===== config.mk =====
export PLATFORM = sky130hd
export DESIGN_NAME = knn_topk_flat
export DESIGN_NICKNAME = d
export VERILOG_FILES = /design/src/rtl/knn_pkg.sv /design/src/rtl/knn_topk_if.sv /design/src/rtl/knn_sorted_list.sv /design/src/rtl/knn_topk.sv /design/src/flat_wrapper.sv
export SDC_FILE = /design/constraint.sdc
export NUM_CORES = 2
export LEC_CHECK = 0
export BUFFER_PORTS_ARGS = -buffer_cell sky130_fd_sc_hd__buf_2
export CORE_MARGIN = 1.5
export CORE_UTILIZATION = 60
export DETAILED_ROUTE_END_ITERATION = 7
export GPL_TIMING_DRIVEN = 0
export HOLD_SLACK_MARGIN = 0.03
export PLACE_DENSITY = 0.79
export SETUP_SLACK_MARGIN = 0.2
export SLEW_MARGIN = 20
export SYNTH_ARGS = -nofsm -noshare
export SYNTH_HDL_FRONTEND = slang
export SYNTH_HIERARCHICAL = 1
export SYNTH_SLANG_ARGS = --single-unit

===== constraint.sdc =====
create_clock -name clk -period 21.2 [get_ports clk]
set_input_delay 2.12 -clock clk [delete_from_list [all_inputs] [get_ports clk]]
set_output_delay 2.12 -clock clk [all_outputs]
set_load 0.01 [all_outputs]

===== src/rtl/knn_pkg.sv =====
// Shared definitions for the k-nearest-neighbour top-k core: FSM state
// encoding and width helpers used by the interface, the top and the list.
package knn_pkg;

    typedef enum logic [1:0] {
        IDLE  = 2'd0,
        RUN   = 2'd1,
        DRAIN = 2'd2,
        DONE  = 2'd3
    } state_t;

    // Ceiling log2; clog2(1) = 0.
    function automatic int unsigned clog2(input int unsigned v);
        int unsigned r;
        r = 0;
        while ((64'd1 << r) < 64'(v)) r++;
        return r;
    endfunction

    // Width of an exact, unsigned squared Euclidean distance.
    function automatic int unsigned dist_w(input int unsigned coord_w, input int unsigned ndim);
        return 2 * coord_w + clog2(ndim) + 1;
    endfunction

endpackage


===== src/rtl/knn_topk_if.sv =====
// Point-stream and result bus of the top-k core.
interface knn_topk_if
    import knn_pkg::*;
#(
    parameter int unsigned COORD_W = 16,
    parameter int unsigned NDIM    = 2,
    parameter int unsigned K       = 4,
    parameter int unsigned ID_W    = 8
);
    localparam int unsigned DIST_W = dist_w(COORD_W, NDIM);
    localparam int unsigned CNT_W  = clog2(K + 1);

    logic                      start;
    logic [NDIM*COORD_W-1:0]   test_pt;
    logic                      in_valid;
    logic                      in_ready;
    logic                      in_last;
    logic [NDIM*COORD_W-1:0]   data_pt;
    logic [ID_W-1:0]           data_id;
    logic                      out_valid;
    logic [K*ID_W-1:0]         knn_id;
    logic [K*DIST_W-1:0]       knn_dist;
    logic [CNT_W-1:0]          knn_cnt;

    modport master (
        output start, test_pt, in_valid, in_last, data_pt, data_id,
        input  in_ready, out_valid, knn_id, knn_dist, knn_cnt
    );

    modport slave (
        input  start, test_pt, in_valid, in_last, data_pt, data_id,
        output in_ready, out_valid, knn_id, knn_dist, knn_cnt
    );

endinterface


===== src/rtl/knn_sorted_list.sv =====
// Ascending sorted list of the K smallest distances seen since the last
// clear, with stable ordering on ties. Unused ranks hold ID 0 and an
// all-ones distance.
module knn_sorted_list
    import knn_pkg::*;
#(
    parameter int unsigned K      = 4,
    parameter int unsigned ID_W   = 8,
    parameter int unsigned DIST_W = 34,
    localparam int unsigned CNT_W = clog2(K + 1)
) (
    input  logic                  clk,
    input  logic                  rst,
    input  logic                  clr,
    input  logic                  ins_valid,
    input  logic [ID_W-1:0]       ins_id,
    input  logic [DIST_W-1:0]     ins_dist,
    output logic [K*ID_W-1:0]     list_id,
    output logic [K*DIST_W-1:0]   list_dist,
    output logic [CNT_W-1:0]      list_cnt
);

    logic [ID_W-1:0]   id_q   [K];
    logic [DIST_W-1:0] dist_q [K];
    logic [CNT_W-1:0]  cnt_q;
    logic [ID_W-1:0]   id_d   [K];
    logic [DIST_W-1:0] dist_d [K];
    logic [CNT_W-1:0]  cnt_d;
    logic [K-1:0]      gt;

    // Insertion: gt is monotone (empty slots count as greater), so the first
    // set bit is the insertion point and every later set bit shifts up one.
    always_comb begin
        id_d   = id_q;
        dist_d = dist_q;
        cnt_d  = cnt_q;
        gt     = '0;
        for (int unsigned i = 0; i < K; i++) begin
            gt[i] = (i >= 32'(cnt_q)) || (dist_q[i] > ins_dist);
        end
        if (ins_valid) begin
            if (gt[0]) begin
                id_d[0]   = ins_id;
                dist_d[0] = ins_dist;
            end
            for (int unsigned i = 1; i < K; i++) begin
                if (gt[i] && !gt[i-1]) begin
                    id_d[i]   = ins_id;
                    dist_d[i] = ins_dist;
                end else if (gt[i]) begin
                    id_d[i]   = id_q[i-1];
                    dist_d[i] = dist_q[i-1];
                end
            end
            if (cnt_q != CNT_W'(K)) cnt_d = cnt_q + 1'b1;
        end
    end

    // List registers; reset and clear both empty the list.
    always_ff @(posedge clk) begin
        if (rst || clr) begin
            for (int unsigned i = 0; i < K; i++) begin
                id_q[i]   <= '0;
                dist_q[i] <= '1;
            end
            cnt_q <= '0;
        end else begin
            id_q   <= id_d;
            dist_q <= dist_d;
            cnt_q  <= cnt_d;
        end
    end

    // Flatten ranks onto the output buses, rank 0 in the LSBs.
    always_comb begin
        list_id   = '0;
        list_dist = '0;
        for (int unsigned i = 0; i < K; i++) begin
            list_id[i*ID_W +: ID_W]       = id_q[i];
            list_dist[i*DIST_W +: DIST_W] = dist_q[i];
        end
        list_cnt = cnt_q;
    end

endmodule


===== src/rtl/knn_topk.sv =====
// Top-k nearest-neighbour core: control FSM plus a two-stage squared
// distance pipeline feeding the sorted list (third stage).
module knn_topk
    import knn_pkg::*;
#(
    parameter int unsigned COORD_W = 16,
    parameter int unsigned NDIM    = 2,
    parameter int unsigned K       = 4,
    parameter int unsigned ID_W    = 8
) (
    input  logic        clk,
    input  logic        rst,
    knn_topk_if.slave   bus
);

    localparam int unsigned DIST_W = dist_w(COORD_W, NDIM);
    localparam int unsigned PT_W   = NDIM * COORD_W;

    state_t                   state, state_nx;
    logic                     xfer, accept;
    logic [PT_W-1:0]          test_q;
    logic signed [DIST_W-1:0] diff  [NDIM];
    logic [DIST_W-1:0]        sq    [NDIM];
    logic [DIST_W-1:0]        sum;
    logic                     s1_valid, s2_valid;
    logic [ID_W-1:0]          s1_id, s2_id;
    logic [DIST_W-1:0]        s1_sq [NDIM];
    logic [DIST_W-1:0]        s2_dist;

    // State register.
    always_ff @(posedge clk) begin
        if (rst) state <= IDLE;
        else     state <= state_nx;
    end

    // Next state and handshake outputs; start restarts from any state.
    always_comb begin
        state_nx      = state;
        xfer          = 1'b0;
        bus.in_ready  = 1'b0;
        bus.out_valid = 1'b0;
        case (state)
            IDLE: if (bus.start) state_nx = RUN;
            RUN: begin
                bus.in_ready = 1'b1;
                xfer         = bus.in_valid;
                if (!bus.start && xfer && bus.in_last) state_nx = DRAIN;
            end
            DRAIN: begin
                if (bus.start)                   state_nx = RUN;
                else if (!s1_valid && !s2_valid) state_nx = DONE;
            end
            DONE: begin
                bus.out_valid = 1'b1;
                if (bus.start) state_nx = RUN;
            end
            default: state_nx = IDLE;
        endcase
        accept = xfer && !bus.start;
    end

    // Test point captured on start.
    always_ff @(posedge clk) begin
        if (rst)            test_q <= '0;
        else if (bus.start) test_q <= bus.test_pt;
    end

    // Per-dimension squared difference. Working at full distance width is
    // exact: each square is below 2^(2*COORD_W), far below the sign bit.
    always_comb begin
        diff = '{default: '0};
        sq   = '{default: '0};
        for (int unsigned d = 0; d < NDIM; d++) begin
            diff[d] = DIST_W'(signed'(bus.data_pt[d*COORD_W +: COORD_W]))
                    - DIST_W'(signed'(test_q[d*COORD_W +: COORD_W]));
            sq[d]   = diff[d] * diff[d];
        end
    end

    // Sum of the registered squares.
    always_comb begin
        sum = '0;
        for (int unsigned d = 0; d < NDIM; d++) sum = sum + s1_sq[d];
    end

    // Pipeline valids; start flushes in-flight points.
    always_ff @(posedge clk) begin
        if (rst || bus.start) begin
            s1_valid <= 1'b0;
            s2_valid <= 1'b0;
        end else begin
            s1_valid <= accept;
            s2_valid <= s1_valid;
        end
    end

    // Pipeline data; qualified by the valids above.
    always_ff @(posedge clk) begin
        s1_id   <= bus.data_id;
        s1_sq   <= sq;
        s2_id   <= s1_id;
        s2_dist <= sum;
    end

    knn_sorted_list #(
        .K      (K),
        .ID_W   (ID_W),
        .DIST_W (DIST_W)
    ) u_list (
        .clk       (clk),
        .rst       (rst),
        .clr       (bus.start),
        .ins_valid (s2_valid),
        .ins_id    (s2_id),
        .ins_dist  (s2_dist),
        .list_id   (bus.knn_id),
        .list_dist (bus.knn_dist),
        .list_cnt  (bus.knn_cnt)
    );

endmodule


===== src/flat_wrapper.sv =====
// flat-port wrapper written by rule: the top's interface ports become plain ports
module knn_topk_flat import knn_pkg::*;
#(
    parameter int unsigned COORD_W = 16,
    parameter int unsigned NDIM    = 2,
    parameter int unsigned K       = 4,
    parameter int unsigned ID_W    = 8
)
  (clk, rst, bus_start, bus_test_pt, bus_in_valid, bus_in_last, bus_data_pt, bus_data_id, bus_in_ready, bus_out_valid, bus_knn_id, bus_knn_dist, bus_knn_cnt);
  knn_topk_if #(.COORD_W(COORD_W), .NDIM(NDIM), .K(K), .ID_W(ID_W)) bus_i ();
  input  logic clk;
  input  logic rst;
  input wire logic [$bits(bus_i.start)-1:0] bus_start;
  input wire logic [$bits(bus_i.test_pt)-1:0] bus_test_pt;
  input wire logic [$bits(bus_i.in_valid)-1:0] bus_in_valid;
  input wire logic [$bits(bus_i.in_last)-1:0] bus_in_last;
  input wire logic [$bits(bus_i.data_pt)-1:0] bus_data_pt;
  input wire logic [$bits(bus_i.data_id)-1:0] bus_data_id;
  output wire logic [$bits(bus_i.in_ready)-1:0] bus_in_ready;
  output wire logic [$bits(bus_i.out_valid)-1:0] bus_out_valid;
  output wire logic [$bits(bus_i.knn_id)-1:0] bus_knn_id;
  output wire logic [$bits(bus_i.knn_dist)-1:0] bus_knn_dist;
  output wire logic [$bits(bus_i.knn_cnt)-1:0] bus_knn_cnt;
  assign bus_i.start = bus_start;
  assign bus_i.test_pt = bus_test_pt;
  assign bus_i.in_valid = bus_in_valid;
  assign bus_i.in_last = bus_in_last;
  assign bus_i.data_pt = bus_data_pt;
  assign bus_i.data_id = bus_data_id;
  assign bus_in_ready = bus_i.in_ready;
  assign bus_out_valid = bus_i.out_valid;
  assign bus_knn_id = bus_i.knn_id;
  assign bus_knn_dist = bus_i.knn_dist;
  assign bus_knn_cnt = bus_i.knn_cnt;
  knn_topk #(.COORD_W(COORD_W), .NDIM(NDIM), .K(K), .ID_W(ID_W)) u_core (.clk(clk), .rst(rst), .bus(bus_i));
endmodule

==> flow_summary.toml <==
[timing]
worstMarginPinSlew_ps = 1250
layout_min_cycle_time_ps = 10360
slew_headroom_pct = 16.2
finalCritPeriodShare_pct = 48.9
finalSetupViolCount = 0
slew_violations = 0
rsz0062_at_grt = "no"
max_freq_mhz = 96.5
fin_skew_ps = 32.2
setup_slack_ps = 10840
fin_tns_setup_ps = 0
hold_viol_final = 0

[finish]
diodes = 0
drive_gt1_share_pct = 9.23
area_growth_pct = 9.51
final_util_pct = 66.6
nNetsFinal = 5269
fillCellCount = 4885

[synthesis]
netlist_area_mm2 = 0.0367
syn_avg_cell_area_um2 = 9.20
ys.flop_type = "dfxtp_1"
synth_cell_types = 95
syn_inst = 3987
synth_seq_cells = 323
syn_nets = 4980
seq_area_frac_synth_pct = 17.6
async_reset_ff_share_pct = 0
synth.largest_area_cell = "fa_1"
synth.top_cell.area_share_pct = 29.6
synth.area.top_cells = "fa_1 (30%), dfxtp_1 (18%), ha_1 (13%)"
synth_enable_flop_cells = 0
yosysWarnings = 6

[flow_run]
maxCapViolations = 0

[critical_path]
cp.arrival_ps = 10840
crit_path_frequent_cell = "inv_1"
cp.required_ps = 21680
timing.rr.end = "u_core/s1_sq[65]$_DFF_P_"
cp-startpoint = "bus_data_pt[0]"
crit_slowest_cell = "fa_1"
r2r-start = "u_core/test_q[1]$_SDFFE_PP0P_"
worstSetupEndpointType = "flip-flop"
path_class = "in -> reg"
r2r_cells = 31
crit_fanout = 10
critPathLaunchType = "input pin"
ff2ff_setup_slack_ps = 12090
critical_path.max_stage_delay_ps = 550

[detailed_routing]
antenna_left = 0
drc = 0
viasPerCell = 5.90
route.vias.total = 30000
drt_iter0_markers = 2400
first_pass_iters = 8
drt_wl_total_um = 100000
wire_per_inst_um = 19.7

[die]
die_h_um = 250
rows = 90
start_util_pct = 60.8
ios = 250
placeableCoreArea_mm2 = 0.0604
floorplan.die_area_mm2 = 0.0626
dieWidth_um = 250

[place]
dp_worst_setup_slack_ps = 10390
gp_congestion = 0.987
place_hpwl_um = 81900
numPortBuffers = 249

[grt]
grt_pass1_wl_um = 161000
grt_pass1_vias = 30600
grtUsageTotal_pct = 32.4
antenna_found_initial = 1
overflow = 0
grt_max_degree = 17

[clocking]
hold_buffers = 0
post_cts_buffers = 0
numCtsBuffers = 38
clockBufferDepth = 3
postCtsResizedCells = 0
cts_tree = "yes"
htreeDepth = 2
clk_pin_slew_ps = 60
ctsRootBufferMaster = "clkbuf_16"
clk_latency_ps = 580
clock-sinks = 323

[hold_path]
hp-start = "u_core/s1_id[3]$_DFF_P_"
holdPathEnd = "u_core/s2_id[3]$_DFF_P_"
holdCritPathClass = "reg -> reg"
whs_path_depth = 0

[run_status]
outcome = "complete, no violations"
[synthesized netlist by cell type, types with 27 or more instances]
| cell type | count |
|---|---|
| a211oi_1 | 31 |
| o21a_1 | 27 |
| xor2_1 | 33 |
| inv_1 | 751 |
| o32a_1 | 34 |
| ha_1 | 373 |
| mux2i_1 | 130 |
| nand2_1 | 316 |
| dfxtp_1 | 323 |
| buf_2 | 32 |
| a21oi_1 | 199 |
| clkbuf_1 | 105 |
| and2_1 | 48 |
| o211ai_1 | 47 |
| nor2_1 | 297 |
| o32ai_1 | 33 |
| nand4_1 | 36 |
| xnor2_1 | 86 |
| fa_1 | 543 |
| a2bb2oi_1 | 34 |
| o21ai_0 | 78 |
| nor3_1 | 77 |
| and3_1 | 31 |
[worst max path at each step]
stage,endpoint,slack [ps],cells after the start
final,u_core/s1_sq[66]$_DFF_P_,10840,36
after global placement,u_core/s1_sq[66]$_DFF_P_,10450,36
after CTS,u_core/s1_sq[66]$_DFF_P_,10940,36
after detailed placement,u_core/s1_sq[66]$_DFF_P_,10390,36
after global routing,u_core/s1_sq[33]$_DFF_P_,10240,34
after floorplan,u_core/s1_sq[67]$_DFF_P_,11540,34
[flip-flops by register name (all words and copies together), names as in the netlist, 2 cells and up]
name	cells
u_core/u_list/list_id	32
u_core/s1_id	8
u_core/u_list/list_dist	136
u_core/s1_sq	66
u_core/state	2
u_core/s2_id	8
u_core/test_q	32
u_core/s2_dist	34
u_core/u_list/list_cnt	3
[cell families (layout without fill, tap and decap cells)]
logic type                 Yosys count  after routing  synth area share, %
adders and majority gates          916            916                 42.4
AOI/OAI and AO/OA                  647            647                 12.2
and+or+nand+nor                    950            950                 12.0
muxes                              130            130                 3.55
xor gates and xnor gates           119            119                 2.84
DFF                                323            323                 17.6
buffers and inverters              902           1217                 9.44
[worst max-delay path: cells and delay by family]
kind | cells | cell delay [ps]
and+or+nand+nor | 6 | 990
buffers and inverters | 11 | 1200
xor gates and xnor gates | 1 | 180
adders and majority gates | 9 | 4130
AOI/OAI and AO/OA | 9 | 2230
[per-layer routing]
| metal | GRT usage (%) | vias up | part of all wire [%] |
|---|---|---|---|
| met5 | 0 | - | 0.010 |
| met4 | 13.1 | 2 | 4.2 |
| met3 | 6.46 | 263 | 9.6 |
| li1 | - | 13600 | - |
| met2 | 54.1 | 1539 | 47 |
| met1 | 41.4 | 14600 | 40 |
[area by class of cell]
class,instances,area (µm²),area share (%)
clock buffers,50,1040,2.58
well taps,782,978,2.44
repair buffers,249,1250,3.10
clock inverters,16,198,0.492
flip-flops and latches,323,6470,16.1
inverters,757,2840,7.07
multi-input cells,2762,26800,66.7
plain buffers,145,622,1.55
[cell usage in the layout (no fill, tap or decap), types with 113 or more instances in the layout]
master      n
inv_1     751
nor2_1    297
clkbuf_1  113
a21oi_1   199
nand2_1   316
buf_2     281
fa_1      543
ha_1      373
dfxtp_1   323
mux2i_1   130
[stage by stage]
stage                     cell area (µm²)  hold WS (ps)  cells
after global routing                40200           342   5084
after global placement              38900           313   5018
after floorplan                     36700           310   3987
after CTS                           40200           328   5084
final                               40200           327   5084
after detailed placement            38900           312   5018
Power is not shown: default switching activity piles up to over one toggle a cycle in this logic, so the estimate is an artifact.
